File: config.mk
export PLATFORM = sky130hd
export DESIGN_NAME = dmem_arbiter
export DESIGN_NICKNAME = d
export VERILOG_FILES = /design/src/rtl/dmem_arbiter.sv
export SDC_FILE = /design/constraint.sdc
export NUM_CORES = 1
export LEC_CHECK = 0
export BUFFER_PORTS_ARGS = -buffer_cell sky130_fd_sc_hd__buf_2
export CORE_AREA = 2 2 92 94
export DETAILED_ROUTE_END_ITERATION = 12
export DIE_AREA = 0 0 94 96
export HOLD_SLACK_MARGIN = 0.06
export PLACE_DENSITY = 0.89
export SLEW_MARGIN = 20
export SYNTH_ARGS = -nofsm -noshare
export SYNTH_HDL_FRONTEND = slang
export SYNTH_SLANG_ARGS = --single-unit
File: constraint.sdc
create_clock -name CLK -period 1.8 [get_ports CLK]
set_input_delay 0.18 -clock CLK [delete_from_list [all_inputs] [get_ports CLK]]
set_output_delay 0.18 -clock CLK [all_outputs]
set_load 0.01 [all_outputs]
File: src/rtl/dmem_arbiter.sv
// dmem_arbiter: shares one single-port data memory between the core (port 0)
// and a loader/debug master (port 1). One access per cycle, round-robin
// priority, and a bounded back-to-back lock for port-1 bursts.
`timescale 1ns/1ps

module dmem_arbiter #(
    parameter int unsigned DATA_WIDTH    = 32,
    parameter int unsigned ADDRESS_WIDTH = 9,
    parameter int unsigned MAX_BURST     = 4
) (
    input  logic                       CLK,
    input  logic                       RST,

    input  logic                       req0,
    input  logic [DATA_WIDTH/8-1:0]    we0,
    input  logic [ADDRESS_WIDTH-1:0]   addr0,
    input  logic [DATA_WIDTH-1:0]      wdata0,
    output logic                       gnt0,
    output logic                       rvalid0,
    output logic [DATA_WIDTH-1:0]      rdata0,

    input  logic                       req1,
    input  logic                       lock1,
    input  logic [DATA_WIDTH/8-1:0]    we1,
    input  logic [ADDRESS_WIDTH-1:0]   addr1,
    input  logic [DATA_WIDTH-1:0]      wdata1,
    output logic                       gnt1,
    output logic                       rvalid1,
    output logic [DATA_WIDTH-1:0]      rdata1,

    output logic [ADDRESS_WIDTH-1:0]   MemA,
    output logic [DATA_WIDTH-1:0]      MemWD,
    output logic [DATA_WIDTH/8-1:0]    MemWE,
    input  logic [DATA_WIDTH-1:0]      MemRD
);

    localparam int unsigned NUM_LANES = DATA_WIDTH / 8;
    localparam int unsigned CNT_WIDTH = $clog2(MAX_BURST + 1);

    typedef enum logic {
        IDLE  = 1'b0,
        LOCK1 = 1'b1
    } state_t;

    state_t                 state;
    state_t                 state_next;
    logic [CNT_WIDTH-1:0]   burst_cnt;
    logic [CNT_WIDTH-1:0]   burst_cnt_next;
    logic                   rr_last;
    logic                   burst_open;
    logic                   read0;
    logic                   read1;

    assign burst_open = (burst_cnt < CNT_WIDTH'(MAX_BURST));
    assign read0      = gnt0 && (we0 == NUM_LANES'(0));
    assign read1      = gnt1 && (we1 == NUM_LANES'(0));

    // Grant decision from registered state; nothing is granted while in reset.
    always_comb begin
        gnt0 = 1'b0;
        gnt1 = 1'b0;
        if (RST) begin
            if (req0 && !req1) begin
                gnt0 = 1'b1;
            end else if (!req0 && req1) begin
                gnt1 = 1'b1;
            end else if (req0 && req1) begin
                if (state == LOCK1) begin
                    // Port 1 keeps the memory only until its burst allowance runs out.
                    if (burst_open) begin
                        gnt1 = 1'b1;
                    end else begin
                        gnt0 = 1'b1;
                    end
                end else if (rr_last) begin
                    gnt0 = 1'b1;
                end else begin
                    gnt1 = 1'b1;
                end
            end
        end
    end

    // Memory-side mux: the granted port drives the memory, otherwise all zero.
    always_comb begin
        MemA  = '0;
        MemWD = '0;
        MemWE = '0;
        if (gnt0) begin
            MemA  = addr0;
            MemWD = wdata0;
            MemWE = we0;
        end else if (gnt1) begin
            MemA  = addr1;
            MemWD = wdata1;
            MemWE = we1;
        end
    end

    // Burst lock next-state and burst counter.
    always_comb begin
        state_next     = state;
        burst_cnt_next = burst_cnt;
        case (state)
            IDLE: begin
                if (gnt1 && lock1) begin
                    state_next     = LOCK1;
                    burst_cnt_next = CNT_WIDTH'(1);
                end
            end
            LOCK1: begin
                if (!lock1 || !req1 || gnt0) begin
                    state_next     = IDLE;
                    burst_cnt_next = '0;
                end else if (gnt1 && burst_open) begin
                    burst_cnt_next = burst_cnt + CNT_WIDTH'(1);
                end
            end
            default: begin
                state_next     = IDLE;
                burst_cnt_next = '0;
            end
        endcase
    end

    // Arbitration state registers; rr_last resets to 1 so port 0 wins first.
    always_ff @(posedge CLK) begin
        if (!RST) begin
            state     <= IDLE;
            burst_cnt <= '0;
            rr_last   <= 1'b1;
        end else begin
            state     <= state_next;
            burst_cnt <= burst_cnt_next;
            if (gnt0) begin
                rr_last <= 1'b0;
            end else if (gnt1) begin
                rr_last <= 1'b1;
            end
        end
    end

    // Read return: capture memory data on a read grant, valid pulses one cycle.
    always_ff @(posedge CLK) begin
        if (!RST) begin
            rvalid0 <= 1'b0;
            rvalid1 <= 1'b0;
            rdata0  <= '0;
            rdata1  <= '0;
        end else begin
            rvalid0 <= read0;
            rvalid1 <= read1;
            if (read0) begin
                rdata0 <= MemRD;
            end
            if (read1) begin
                rdata1 <= MemRD;
            end
        end
    end

endmodule

# Word level (Yosys, flattened, before mapping)

Cells that the tools add are included.

Register bits: 71
Input bits: 127
Output and inout bits: 113

$add $sub $neg: 1
Order comparisons: 1
Equal/unequal tests: 2
Mux-type cells: 29
Bitwise operators: 1
Reduce and logical (&&, ||, !) cells: 16

Operators by type and width:

| kind                | number |
|---|---|
| $mux 32             | 2 |
| $mux 1              | 18 |
| $mux 9              | 2 |
| $mux 3              | 3 |
| $logic_not 4->1     | 2 |
| $mux 4              | 2 |
| $logic_and 1x1->1   | 7 |
| $pmux 3 s2          | 1 |
| $add 3x1->3 const B | 1 |
| $logic_not 1->1     | 3 |
| $lt 3x3->1 const B  | 1 |
| $ne 3x1->1 const B  | 1 |
| $logic_or 1x1->1    | 2 |
| $ne 2x2->1 const B  | 1 |
| $pmux 1 s2          | 1 |
| $reduce_and 2->1    | 1 |
| $reduce_bool 2->1   | 1 |
| $not 1->1           | 1 |

# Longest topological paths before layout

Gate-level depths: netlist of run 1.

Word-level depth: 11
Mapped depth: 7

# Worst setup path after synthesis of run 1

OpenSTA, ideal clock, no wires.

Path type: register to output
Start point: register state
End point: output port MemA[3]
Arrival: 1,539 ps
Data required time: 1,620 ps
Path slack: 81 ps
Cell stages (with the launch flop): 7
Path buffers: 3
Cells stage by stage: dfxtp_1 > buf_2 > mux2_2 > a21oi_2 > buf_2 > buf_2 > a22o_1

Cells in the longest elaborated chain, start to end: 7
Elaborated cells between the ends (all ways): 12
Those cells by class: 12 x mux

Ends and longest elaborated chain:

| what                   | RTL line | source |
|---|---|---|
| start, declared        | 45       | `state_t state;` |
| start signal, assigned | 133      | `state <= state_next;` |
| $mux 1                 | 68       | `if (state == LOCK1) begin` |
| $mux 1                 | 67       | `end else if (req0 && req1) begin` |
| $mux 1                 | 65       | `end else if (!req0 && req1) begin` |
| $mux 1                 | 63       | `if (req0 && !req1) begin` |
| $mux 1                 | 62       | `if (RST) begin` |
| $mux 9                 | 93       | `end else if (gnt1) begin` |
| $mux 9 *               | 89       | `if (gnt0) begin` |
| end, declared          | 31       | `output logic [ADDRESS_WIDTH-1:0] MemA,` |

Every way passes the cells marked *; elsewhere a longest branch is shown, timed or not.

# Worst setup path after layout of run 1

Start point: register state
End point: output port MemWE[2]

Cells in the longest elaborated chain, start to end: 7
Elaborated cells between the ends (all ways): 12
Those cells by class: 12 x mux

Ends and longest elaborated chain:

| what          | RTL line | source |
|---|---|---|
| $mux 1        | 68       |  |
| $mux 1        | 67       |  |
| $mux 1        | 65       |  |
| $mux 1        | 63       |  |
| $mux 1        | 62       |  |
| $mux 4        | 93       |  |
| $mux 4 *      | 89       |  |
| end, declared | 33       | `output logic [DATA_WIDTH/8-1:0] MemWE,` |

Marked as above.

==> results.cfg, run 1 <==
[run_status]
outcome = finished with violations
violations = negative setup slack

[timing]
hold_viol = 0
clock.fmax_mhz = 519
fin_setup_tns_ns = -4.11
finalMaxSlewViolations = 0
period_share = 1.07
fin_ws_ns = -0.128
clock_skew_ns = 0.00916
setup_viol = 45
finalCriticalPeriod_ns = 1.93
rsz0062_at_grt = yes
slew_headroom = 0.717
worstMarginPinSlew_ns = 0.424
hold_ws_ns = 0.0778

[die]
coreArea_um2 = 8050
die_h_um = 96
die-area_um2 = 9020
start_util = 0.392
num_io_pins = 240
fp.dieW_um = 94
row_count = 33

[layout]
fillCellCount = 683
post-route-util = 0.631
areaGrowthSynthToFinish_pct = 60.8
multiInputGateArea_um2 = 1540
drive_gt1_frac = 0.448
final_common_cell = buf_2
layout_common_cells = buf_2, nand2_1, dfxtp_1, o21ai_0, a22o_1
fin_cells = 758
seq_area_um2 = 1430
nNetsFinal = 770
fin_area_um2 = 5080

[place]
port_buffers = 239
placed_area_um2 = 4450
post-place-cells = 704
gp_congestion = 0.909
dp_hpwl_um = 8580

[logic_synthesis]
synth_simple_gate_area_frac = 0.184
synthArstFlopShare = 0
synth.cell_area_um2 = 3160
synth.distinct_cells = 37
muxShareOfSynthArea = 0.00673
synth_cells = 381
ys_seq_elements = 71
syn-num-nets = 509
synth_edf_count = 0
seq_area_frac_synth = 0.450
syn_avg_cell_area_um2 = 8.29
synth-compound-area-share = 0.280
synth_xor_xnor_area_share = 0
synth_ff_type = dfxtp_1
synth-adder-area-share = 0.00396
synth_top_family_by_area = compound AO/OA/AOI/OAI gates
yosysWarnings = 0

[critical_path]
crit_path_start_kind = register
worstSetupEndpointType = primary output
critPathRequiredTime_ns = 1.62
reg2reg_setup_slack_ns = 0.14
worstPathMaxFanout = 20
arrival_ns = 1.75
path_class = register to primary output

[clocking]
path_clk_slew_ns = 0.08
htreeDepth = 3
cts_tree = done
clock_sinks = 71
insertion_delay_ns = 0.33
root_buffer = clkbuf_8
clk_path_buf_depth = 2
numCtsBuffers = 9

[grt]
grt_pass1_vias = 3505
grt_max_degree = 43
grt_first_pass_wirelength_um = 16900
overflow = 0
antenna_found_initial = 5
grt_use_total = 0.242

[job]
cap_violations = 0

[routing]
ant_nets = 0
vias_per_cell = 5.01
wl_um = 11900
vias = 3797
drtIter0Drc = 132
routedWlPerCell_um = 15.6
drt_pass1_iterations = 5
drc = 0

[worst_hold_path]
hp-class = input port to register

[pwr]
cellLeakagePower_nw = 2.47
ir_drop_v = 0.000299
power-per-cell-area_nw_per_um2 = 693
synth_stat cells, drive strengths merged (3+ instances only):
cell type,n,area share
dfxtp,71,0.45
a21oi,4,0.0087
nor2,3,0.0036
clkbuf,12,0.015
o21ai,66,0.12
buf,21,0.058
nand2,132,0.16
or4,3,0.0071
a22o,45,0.13
cell type report:
type / count / area share
inverters: 2 / 0.00148
multi-input cells: 275 / 0.303
flip-flops and latches: 71 / 0.281
clock inverters: 6 / 0.0133
repair buffers: 283 / 0.346
well taps: 105 / 0.0259
diodes: 6 / 0.00296
clock buffers: 10 / 0.0271
metal layers:
| metal | global-route usage | share of wire | vias up |
|---|---|---|---|
| li1 | - | - | 1854 |
| met1 | 0.263 | 0.39 | 1758 |
| met2 | 0.439 | 0.52 | 166 |
| met3 | 0.0650 | 0.065 | 19 |
| met4 | 0.111 | 0.031 | 0 |
| met5 | 0 | 0 | - |
state kept, by name (all words and copies together) (netlist names):
name	count
burst_cnt	3
rdata0	32
rvalid1	1
state	1
rr_last	1
rvalid0	1
rdata1	32
cells by family (layout without fill, tap and decap cells):
| group | count (synthesis) | in the layout |
|---|---|---|
| adder cells (fa/ha/maj) | 1 | 1 |
| flip-flops | 71 | 71 |
| buffers and inverters | 35 | 301 |
| AO/OA/AOI/OAI | 126 | 126 |
| other | 0 | 6 |
| AND/OR/NAND/NOR | 146 | 146 |
| multiplexers | 2 | 2 |
critical path: stages (launching register included):
cell	delay [ns]
dfxtp_4	0.37
mux2i_2	0.31
a21oi_4	0.09
buf_4	0.21
a22o_2	0.28
buf_4	0.15
where the power goes:
part	internal, W	switching, W
logic	0.000324	0.000288
clock network	0.000686	0.000623
registers	0.00159	0.0000132
total	0.00260	0.000924
what timing repair did:
action / CTS / global route
pin swaps: 2 / 0
cloned: 1 / 2
gates resized for setup: 12 / 2
hold endpoints to repair: 44 / 0
setup buffers: 2 / 0
setup endpoints to repair: 47 / 47
hold buffers: 27 / 0
stage by stage:
| stage | worst slack, ns | total power (W) |
|---|---|---|
| after global placement | 0.112 | 0.00214 |
| after detailed placement | 0.0808 | 0.00215 |
| after global routing | -0.199 | 0.00368 |
| after floorplan | 0.0810 | 0.00186 |
| after CTS | -0.146 | 0.00354 |
| final | -0.128 | 0.00352 |
worst paths after layout:
check	end	start	cells past startpoint
worst max-delay path	MemWE[2]	state$_SDFF_PN0_	5
worst min register to register	rdata1[12]$_SDFFE_PN0P_	rdata1[12]$_SDFFE_PN0P_	2
worst min-delay path	rdata1[22]$_SDFFE_PN0P_	MemRD[22]	3
worst max register to register	rdata1[19]$_SDFFE_PN0P_	state$_SDFF_PN0_	5
No activity file was read; power rests on OpenSTA's default activity.
==> inputs of run 2 (changes only) <==
--- a/config.mk
+++ b/config.mk
@@ -10,6 +10,7 @@
 export DETAILED_ROUTE_END_ITERATION = 12
 export DIE_AREA = 0 0 94 96
 export HOLD_SLACK_MARGIN = 0.06
+export MAX_ROUTING_LAYER = met4
 export PLACE_DENSITY = 0.89
 export SLEW_MARGIN = 20
 export SYNTH_ARGS = -nofsm -noshare
==> results.cfg, run 2 (synthesis gave the netlist of run 1 again) <==
[layout]
drive_gt1_frac = 0.448
layout_common_cells = buf_2, nand2_1, dfxtp_1, o21ai_0, a22o_1
fin_cells = 758
nNetsFinal = 770
top_regs = rdata0 x32, rdata1 x32, burst_cnt x3
post-route-util = 0.631
fin_area_um2 = 5080
final_common_cell = buf_2
areaGrowthSynthToFinish_pct = 60.8

[run_status]
violations = negative setup slack
outcome = finished with violations

[routing]
drt_pass1_iterations = 4
drc = 0
ant_nets = 0
vias = 3812
wl_um = 11800
drtIter0Drc = 156
routedWlPerCell_um = 15.6
vias_per_cell = 5.03

[timing]
worstMarginPinSlew_ns = 0.429
finalCriticalPeriod_ns = 1.93
fin_ws_ns = -0.129
hold_viol = 0
slew_headroom = 0.714
finalMaxSlewViolations = 0
setup_viol = 45
clock_skew_ns = 0.00899
clock.fmax_mhz = 519
hold_ws_ns = 0.0769
period_share = 1.07
rsz0062_at_grt = yes

[critical_path]
path_cells = mux2_4 -> a21oi_4 -> buf_12 -> buf_12 -> a22o_1 -> buf_2
cp_common_cell = buf_12
worstRegToRegCells = 5
crit_end = MemWD[16]
reg2reg_setup_slack_ns = 0.14
r2r_end = rdata1[19]$_SDFFE_PN0P_
crit_path_start = state$_SDFF_PN0_
reg2reg_from = state$_SDFF_PN0_
worstPathMaxFanout = 14
crit_path_start_kind = register
critPathRequiredTime_ns = 1.62
slowest_stage = dfxtp_4
critical_path.max_stage_delay_ns = 0.37
worstSetupEndpointType = primary output
arrival_ns = 1.75
path_class = register to primary output

[pwr]
power-per-cell-area_nw_per_um2 = 692
clockPowerShare = 0.371
power.share.sequential = 0.455
ir_drop_v = 0.000299
share_comb_of_total_power = 0.174
swShare = 0.261
cellLeakagePower_nw = 2.47
p_int_w = 0.00260
switching_power_w = 0.000920

[grt]
grt_first_pass_wirelength_um = 16900
antenna_found_initial = 6
grt_max_degree = 43
grt_use_total = 0.249
grt_pass1_vias = 3517
overflow = 0

[clocking]
insertion_delay_ns = 0.33
clock_sinks = 71
cts_tree = done
root_buffer = clkbuf_8
numCtsBuffers = 9
path_clk_slew_ns = 0.08
htreeDepth = 3
clk_path_buf_depth = 2

[place]
dpl_worst_slack_ns = 0.0808
port_buffers = 239
placed_area_um2 = 4450
dp_hpwl_um = 8580
gp_congestion = 0.925
post-place-cells = 704

[die]
num_io_pins = 240
fp.dieW_um = 94
die-area_um2 = 9020
die_h_um = 96
coreArea_um2 = 8050
start_util = 0.392
row_count = 33

[job]
cap_violations = 0

[worst_hold_path]
hp-class = input port to register
-- run 2: worst min-delay path by stage --
stage / from / slack, ns / end / depth (start not counted)
3_5_place_dp: MemRD[3] / 0.40 / rdata0[3]$_SDFFE_PN0P_ / 3
5_1_grt: MemRD[22] / 0.06 / rdata1[22]$_SDFFE_PN0P_ / 3
4_1_cts: MemRD[22] / 0.06 / rdata1[22]$_SDFFE_PN0P_ / 3
6_report: MemRD[22] / 0.08 / rdata1[22]$_SDFFE_PN0P_ / 3
2_1_floorplan: MemRD[10] / 0.29 / rdata0[10]$_SDFFE_PN0P_ / 2
3_3_place_gp: MemRD[13] / 0.39 / rdata0[13]$_SDFFE_PN0P_ / 3
-- run 2: worst max-delay path, delay by kind of cell (launching register included) --
kind | cells | cell delay (ns)
buf+inv | 3 | 0.43
mux | 1 | 0.32
flops | 1 | 0.37
compound gates | 2 | 0.29
-- run 2: cell type report --
class | count | area (um^2)
Multi-Input combinational cell | 275 | 1540
Antenna cell | 6 | 15.0
Sequential cell | 71 | 1430
Clock inverter | 6 | 67.6
Timing Repair Buffer | 283 | 1760
Clock buffer | 10 | 138
Inverter | 2 | 7.51
Tap cell | 105 | 131
Fill cell | 685 | 2970
-- run 2: routing by layer --
layer	vias to the layer above	share of wire	global-route usage	wire, um
met2	192	0.51	0.435	6060
met1	1742	0.38	0.265	4510
li1	1854	-	-	-
met4	0	0.035	0.118	416
met5	-	0	-	0
met3	24	0.070	0.0626	833
-- run 2: power groups by stage --
| stage | Clock (W) | Sequential (W) | Combinational [W] |
|---|---|---|---|
| floorplan | 0 | 0.00164 | 0.000218 |
| global placement | 0 | 0.00164 | 0.000502 |
| detailed placement | 0 | 0.00164 | 0.000511 |
| CTS | 0.00134 | 0.00160 | 0.000591 |
| global route | 0.00142 | 0.00160 | 0.000658 |
| finish | 0.00130 | 0.00160 | 0.000611 |
-- run 2: repair_timing --
item                                   in CTS  in global routing
pin swaps                                   2                  0
setup endpoints to repair                  47                 47
hold buffers                               27                  0
setup buffers                               2                  0
gates cloned                                1                  2
gates resized for setup                    12                  2
endpoints found under the hold margin      44                  0
-- run 2: stage by stage --
step | setup TNS, ns | total power [W]
2_1_floorplan | 0 | 0.00186
3_3_place_gp | 0 | 0.00214
3_5_place_dp | 0 | 0.00215
4_1_cts | -4.87 | 0.00354
5_1_grt | -7.77 | 0.00368
6_report | -4.18 | 0.00352
